===== src/rtl/lsu_pkg.sv =====
// lsu_pkg: shared encodings for the load/store unit
// funct3 codes, FSM states and byte-mask constants
package lsu_pkg;

  localparam logic [2:0] F3_B  = 3'b000;
  localparam logic [2:0] F3_H  = 3'b001;
  localparam logic [2:0] F3_W  = 3'b010;
  localparam logic [2:0] F3_BU = 3'b100;
  localparam logic [2:0] F3_HU = 3'b101;

  localparam logic [3:0] MASK_NONE = 4'b0000;
  localparam logic [3:0] MASK_B    = 4'b0001;
  localparam logic [3:0] MASK_H    = 4'b0011;
  localparam logic [3:0] MASK_W    = 4'b1111;

  typedef enum logic [1:0] {
    IDLE,
    ISSUE,
    WAIT,
    RESP
  } lsu_state_e;

endpackage


===== src/rtl/lsu_mem_master_align.sv =====
// lsu_mem_master_align: legality check, store lane
// replication/byte mask, load extraction/extension
module lsu_mem_master_align
  import lsu_pkg::*;
(
  input  logic        store,
  input  logic [2:0]  funct3,
  input  logic [1:0]  off,
  input  logic [31:0] wdata,
  input  logic [31:0] mem_data,
  output logic        ok,
  output logic [3:0]  st_mask,
  output logic [31:0] st_data,
  output logic [31:0] ld_data
);

  logic [31:0] shifted;

  assign shifted = mem_data >> {off, 3'b000};

  // legality, alignment and store lane generation
  always_comb begin
    ok      = 1'b0;
    st_mask = MASK_NONE;
    st_data = wdata;
    case (funct3)
      F3_B: begin
        ok      = 1'b1;
        st_mask = MASK_B << off;
        st_data = {4{wdata[7:0]}};
      end
      F3_H: begin
        ok      = ~off[0];
        st_mask = MASK_H << off;
        st_data = {2{wdata[15:0]}};
      end
      F3_W: begin
        ok      = (off == 2'b00);
        st_mask = MASK_W;
      end
      F3_BU:   ok = ~store;
      F3_HU:   ok = ~store & ~off[0];
      default: ok = 1'b0;
    endcase
    if (!ok || !store) st_mask = MASK_NONE;
  end

  // load lane extraction with sign/zero extension
  always_comb begin
    ld_data = '0;
    case (funct3)
      F3_B:  ld_data = {{24{shifted[7]}}, shifted[7:0]};
      F3_H:  ld_data = {{16{shifted[15]}}, shifted[15:0]};
      F3_W:  ld_data = mem_data;
      F3_BU: ld_data = {24'h0, shifted[7:0]};
      F3_HU: ld_data = {16'h0, shifted[15:0]};
      default: ld_data = '0;
    endcase
  end

endmodule


===== src/rtl/lsu_mem_master.sv =====
// lsu_mem_master: one-at-a-time load/store initiator
// for a registered synchronous RAM data port
module lsu_mem_master
  import lsu_pkg::*;
#(
  parameter int unsigned RD_LAT = 1
) (
  input  logic        clk,
  input  logic        reset,
  input  logic        req_valid,
  output logic        req_ready,
  input  logic        req_store,
  input  logic [2:0]  req_funct3,
  input  logic [31:0] req_addr,
  input  logic [31:0] req_wdata,
  output logic        rsp_valid,
  output logic [31:0] rsp_rdata,
  output logic        rsp_err,
  output logic [31:0] mem_addr,
  output logic [3:0]  mem_wmask,
  output logic [31:0] mem_wdata,
  input  logic [31:0] mem_data
);

  lsu_state_e  state_q, state_d;
  logic [1:0]  cnt_q, cnt_d;
  logic        store_q, store_d;
  logic [2:0]  f3_q, f3_d;
  logic [1:0]  off_q, off_d;
  logic        rsp_valid_q, rsp_valid_d;
  logic [31:0] rsp_rdata_q, rsp_rdata_d;
  logic        rsp_err_q, rsp_err_d;
  logic [31:0] mem_addr_q, mem_addr_d;
  logic [3:0]  mem_wmask_q, mem_wmask_d;
  logic [31:0] mem_wdata_q, mem_wdata_d;

  logic        idle;
  logic        a_store;
  logic [2:0]  a_f3;
  logic [1:0]  a_off;
  logic        a_ok;
  logic [3:0]  a_mask;
  logic [31:0] a_sdata;
  logic [31:0] a_ldata;

  assign idle    = (state_q == IDLE);
  assign a_store = idle ? req_store       : store_q;
  assign a_f3    = idle ? req_funct3      : f3_q;
  assign a_off   = idle ? req_addr[1:0]   : off_q;

  lsu_mem_master_align u_align (
    .store    (a_store),
    .funct3   (a_f3),
    .off      (a_off),
    .wdata    (req_wdata),
    .mem_data (mem_data),
    .ok       (a_ok),
    .st_mask  (a_mask),
    .st_data  (a_sdata),
    .ld_data  (a_ldata)
  );

  // next-state and registered-output computation
  always_comb begin
    state_d     = state_q;
    cnt_d       = cnt_q;
    store_d     = store_q;
    f3_d        = f3_q;
    off_d       = off_q;
    rsp_valid_d = 1'b0;
    rsp_rdata_d = rsp_rdata_q;
    rsp_err_d   = rsp_err_q;
    mem_addr_d  = mem_addr_q;
    mem_wmask_d = mem_wmask_q;
    mem_wdata_d = mem_wdata_q;
    case (state_q)
      IDLE: begin
        if (req_valid) begin
          store_d = req_store;
          f3_d    = req_funct3;
          off_d   = req_addr[1:0];
          if (a_ok) begin
            state_d    = ISSUE;
            mem_addr_d = {req_addr[31:2], 2'b00};
            if (req_store) begin
              mem_wmask_d = a_mask;
              mem_wdata_d = a_sdata;
            end
          end else begin
            state_d     = RESP;
            rsp_valid_d = 1'b1;
            rsp_err_d   = 1'b1;
            rsp_rdata_d = '0;
          end
        end
      end
      ISSUE: begin
        mem_wmask_d = MASK_NONE;
        if (store_q) begin
          state_d     = RESP;
          rsp_valid_d = 1'b1;
          rsp_err_d   = 1'b0;
          rsp_rdata_d = '0;
        end else begin
          state_d = WAIT;
          cnt_d   = 2'(RD_LAT);
        end
      end
      WAIT: begin
        if (cnt_q == 2'd1) begin
          state_d     = RESP;
          rsp_valid_d = 1'b1;
          rsp_err_d   = 1'b0;
          rsp_rdata_d = a_ldata;
        end else begin
          cnt_d = cnt_q - 2'd1;
        end
      end
      RESP:    state_d = IDLE;
      default: state_d = IDLE;
    endcase
  end

  // state and output registers, async reset drops wmask at once
  always_ff @(posedge clk or posedge reset) begin
    if (reset) begin
      state_q     <= IDLE;
      cnt_q       <= '0;
      store_q     <= 1'b0;
      f3_q        <= '0;
      off_q       <= '0;
      rsp_valid_q <= 1'b0;
      rsp_rdata_q <= '0;
      rsp_err_q   <= 1'b0;
      mem_addr_q  <= '0;
      mem_wmask_q <= MASK_NONE;
      mem_wdata_q <= '0;
    end else begin
      state_q     <= state_d;
      cnt_q       <= cnt_d;
      store_q     <= store_d;
      f3_q        <= f3_d;
      off_q       <= off_d;
      rsp_valid_q <= rsp_valid_d;
      rsp_rdata_q <= rsp_rdata_d;
      rsp_err_q   <= rsp_err_d;
      mem_addr_q  <= mem_addr_d;
      mem_wmask_q <= mem_wmask_d;
      mem_wdata_q <= mem_wdata_d;
    end
  end

  assign req_ready = idle;
  assign rsp_valid = rsp_valid_q;
  assign rsp_rdata = rsp_rdata_q;
  assign rsp_err   = rsp_err_q;
  assign mem_addr  = mem_addr_q;
  assign mem_wmask = mem_wmask_q;
  assign mem_wdata = mem_wdata_q;

endmodule

===== config.mk =====
export PLATFORM = sky130hd
export DESIGN_NAME = lsu_mem_master
export DESIGN_NICKNAME = d
export VERILOG_FILES = /design/src/rtl/lsu_pkg.sv /design/src/rtl/lsu_mem_master_align.sv /design/src/rtl/lsu_mem_master.sv
export SDC_FILE = /design/constraint.sdc
export NUM_CORES = 1
export LEC_CHECK = 0
export ABC_AREA = 1
export BUFFER_PORTS_ARGS = -buffer_cell sky130_fd_sc_hd__buf_2
export CORE_MARGIN = 2
export CORE_UTILIZATION = 50
export DETAILED_ROUTE_END_ITERATION = 16
export PLACE_DENSITY_LB_ADDON = 0.1
export REMOVE_ABC_BUFFERS = 1
export SLEW_MARGIN = 20
export SYNTH_ARGS = -nofsm -noshare
export SYNTH_HDL_FRONTEND = slang
export SYNTH_SLANG_ARGS = --single-unit

===== constraint.sdc =====
create_clock -name clk -period 7.5 [get_ports clk]
set_input_delay 0 -clock clk [delete_from_list [all_inputs] [get_ports clk]]
set_output_delay 0 -clock clk [all_outputs]
set_load 0.05 [all_outputs]

==> metrics.txt <==
run status=finished, final reports clean; final hold violations=0; Internal=about 1.7 mW; Layout Nets=between 1,000 and 1,500; vias in the first global route=5,813; final worst path period need=~3.6 ns; placed cells=~1,100; syn_area_per_cell=7.17 sq um; P_sw=2.35 mW; Reg power frac=0.240; DIE WIDTH=112 microns; CP Class=flip-flop to flip-flop; largest net degree at the start of global routing=60; Routed WL=17,900 microns; synth unique cells=28; Initial Utilization=0.513; Worst Tran Pin Value=0.985 ns; Antenna diodes=0; Setup Fix Bufs, Post-CTS=0; Fin Clk Skew=0.00939 ns; GRT overflow=0; Gate power share=0.647; Fill cells=986; Layout Area Growth over Synthesis=35.2%; DRT iter0 DRCs=600; sequential area share after synthesis=0.468; footprint of the multi-input gates=about 2700 sq um; antenna-violating nets left=0; die height=112 microns; Core Area=11,500 sq um; share of layout cells above drive strength 1=0.239; most used cells in the layout excluding fill and tap cells=nand2_1 (412), buf_2 (203), dfrtp_1 (110); crit start category=flip-flop; area of the mapped netlist=5890 sq um; Clock Power Share=0.113; # H-tree levels=3; RSZ-0062 raised after global routing=false; Yosys Warn Count=0; TNS Setup=0 ns; critical path required time=7.80 ns; VDD IR-drop max=0.309 mV; clock slew at reported path FFs=0.07 ns; Setup WS pre-CTS=around 4 ns; Max transition margin=0.344; cts hold-fix bufs=81; Cell Pwr Density=514 nW/um^2; Synth Instances=821; Die Area=between 10,000 and 15,000 sq um; routed vias=roughly 6,100; CTS tree=yes; fin crit share=0.482; Leak=about 4.5 nW; Finished Core Util=0.694; most common cell after layout, fill and taps aside=nand2_1; worst skew pair latency=0.36 ns; io pins=206; final setup fails=0; routability cong.=0.905; vias per inst=5.00; row count=39; antenna violations before repair=0; DRC=0; clk root buf=clkbuf_16; maxcap violations=0; achievable frequency=0.276 GHz; post-cts gate resize count=0; Slew Limit Fails=0; Layout Cells excl Fill=1,229; Num CTS Buffers=9; Max clock buf depth=2; Port-buffer cells=203; DPL Wire Length=11,400 microns; first-pass GRT wire length=28,600 microns; Pre-Repair DR Iteration Count=6; number of synthesized register bits=110; Sink Count=110; switch share=0.575; Hold WS=between 0.008 and 0.009 ns; Final WS setup=3.88 ns; Total GRT Usage=0.281; DR WL/cell=14.5 microns; crit path DAT=about 4 ns; register area=2750 sq um; Max FO, Critical Path=31; Hold WC Path Type=input pin to flip-flop; Critical Path End Type=flip-flop
==> synth_stat cells (all sizes together) <==
cell type,n,area share
nand2,432,0.29
dfrtp,110,0.47
o21ai,71,0.065
nand3,54,0.048
inv,47,0.030
nor2,42,0.032
buf,28,0.033
a21oi,13,0.011
clkbuf,11,0.0072
ha,6,0.013
o22ai,3,0.0032
a31oi,1,0.0011
clkinv,1,0.00064
conb,1,0.00064
nand3b,1,0.0013
==> final timing paths <==
kind | startpoint | to | slack [ns] | cells after the start
worst max-delay path | state_q[1] | mem_wdata[28] | 3.88 | 12
worst min-delay path | mem_data[1] | rsp_rdata[1] | 0.008 | 5
worst max register to register | state_q[1] | mem_wdata[28] | 3.88 | 12
worst min register to register | mem_addr[5] | mem_addr[5] | 0.47 | 2
max in group asynchronous | reset | off_q[1] | 5.96 | 4
min in group asynchronous | reset | mem_addr[16] | 0.34 | 3
==> stage by stage <==
| step | power, mW | area [sq um] |
|---|---|---|
| floorplan | 2.93 | 5650 |
| global placement | 3.53 | 6870 |
| detailed placement | 3.55 | 6870 |
| CTS | 4.09 | 7960 |
| global route | 4.38 | 7960 |
| finish | 4.09 | 7960 |
==> worst max-delay path, stage by stage, from the launching register on <==
cell and delay, ns:
dfrtp_1 0.42, inv_1 0.14, ha_1 0.49, inv_2 0.20, nand2_2 0.14, nand2_2 0.22
nand3_1 0.16, nand2_1 0.11, nor2_4 0.17, nand3_2 0.56, nor2_4 0.73, nand2_1 0.14
nand2_1 0.08
==> sequential cells by signal (all words and copies together), names as in the netlist <==
signal / cells
f3_q: 3
rsp_rdata: 32
mem_wmask: 4
cnt_q: 2
mem_addr: 30
mem_wdata: 32
state_q: 2
rsp_valid: 1
off_q: 2
rsp_err: 1
store_q: 1
==> logic make-up after synthesis <==
group                    after synthesis  synth area share
other                                  1          0.000637
flip-flops                           110             0.468
buffers and inverters                 87            0.0706
adder cells (fa/ha/maj)                6            0.0128
AND/OR/NAND/NOR                      529             0.368
AO/OA/AOI/OAI                         88            0.0801
==> cell type report <==
type,count,share of cell area
Multi-Input combinational cell,625,0.342
Clock inverter,6,0.00550
Inverter,48,0.0229
Sequential cell,110,0.346
Clock buffer,10,0.0288
Timing Repair Buffer,287,0.232
Tap cell,143,0.0225
==> power by group through the flow <==
stage                     Clock, mW  Combinational (mW)  Sequential (mW)
after floorplan                   0                1.18             1.75
after global placement            0                2.55            0.980
after detailed placement          0                2.56            0.987
after CTS                     0.469                2.64            0.978
after global routing          0.493                2.88             1.01
final                         0.461                2.65            0.984
==> routing by layer <==
metal  GRT usage  wire [microns]  vias up
met5           0               0        -
met4       0.100             385        0
met3      0.0518            1240       29
met2       0.463            8400      239
met1       0.375            7840     2800
li1            -               -     3071
(Power assumes the default switching activity.)
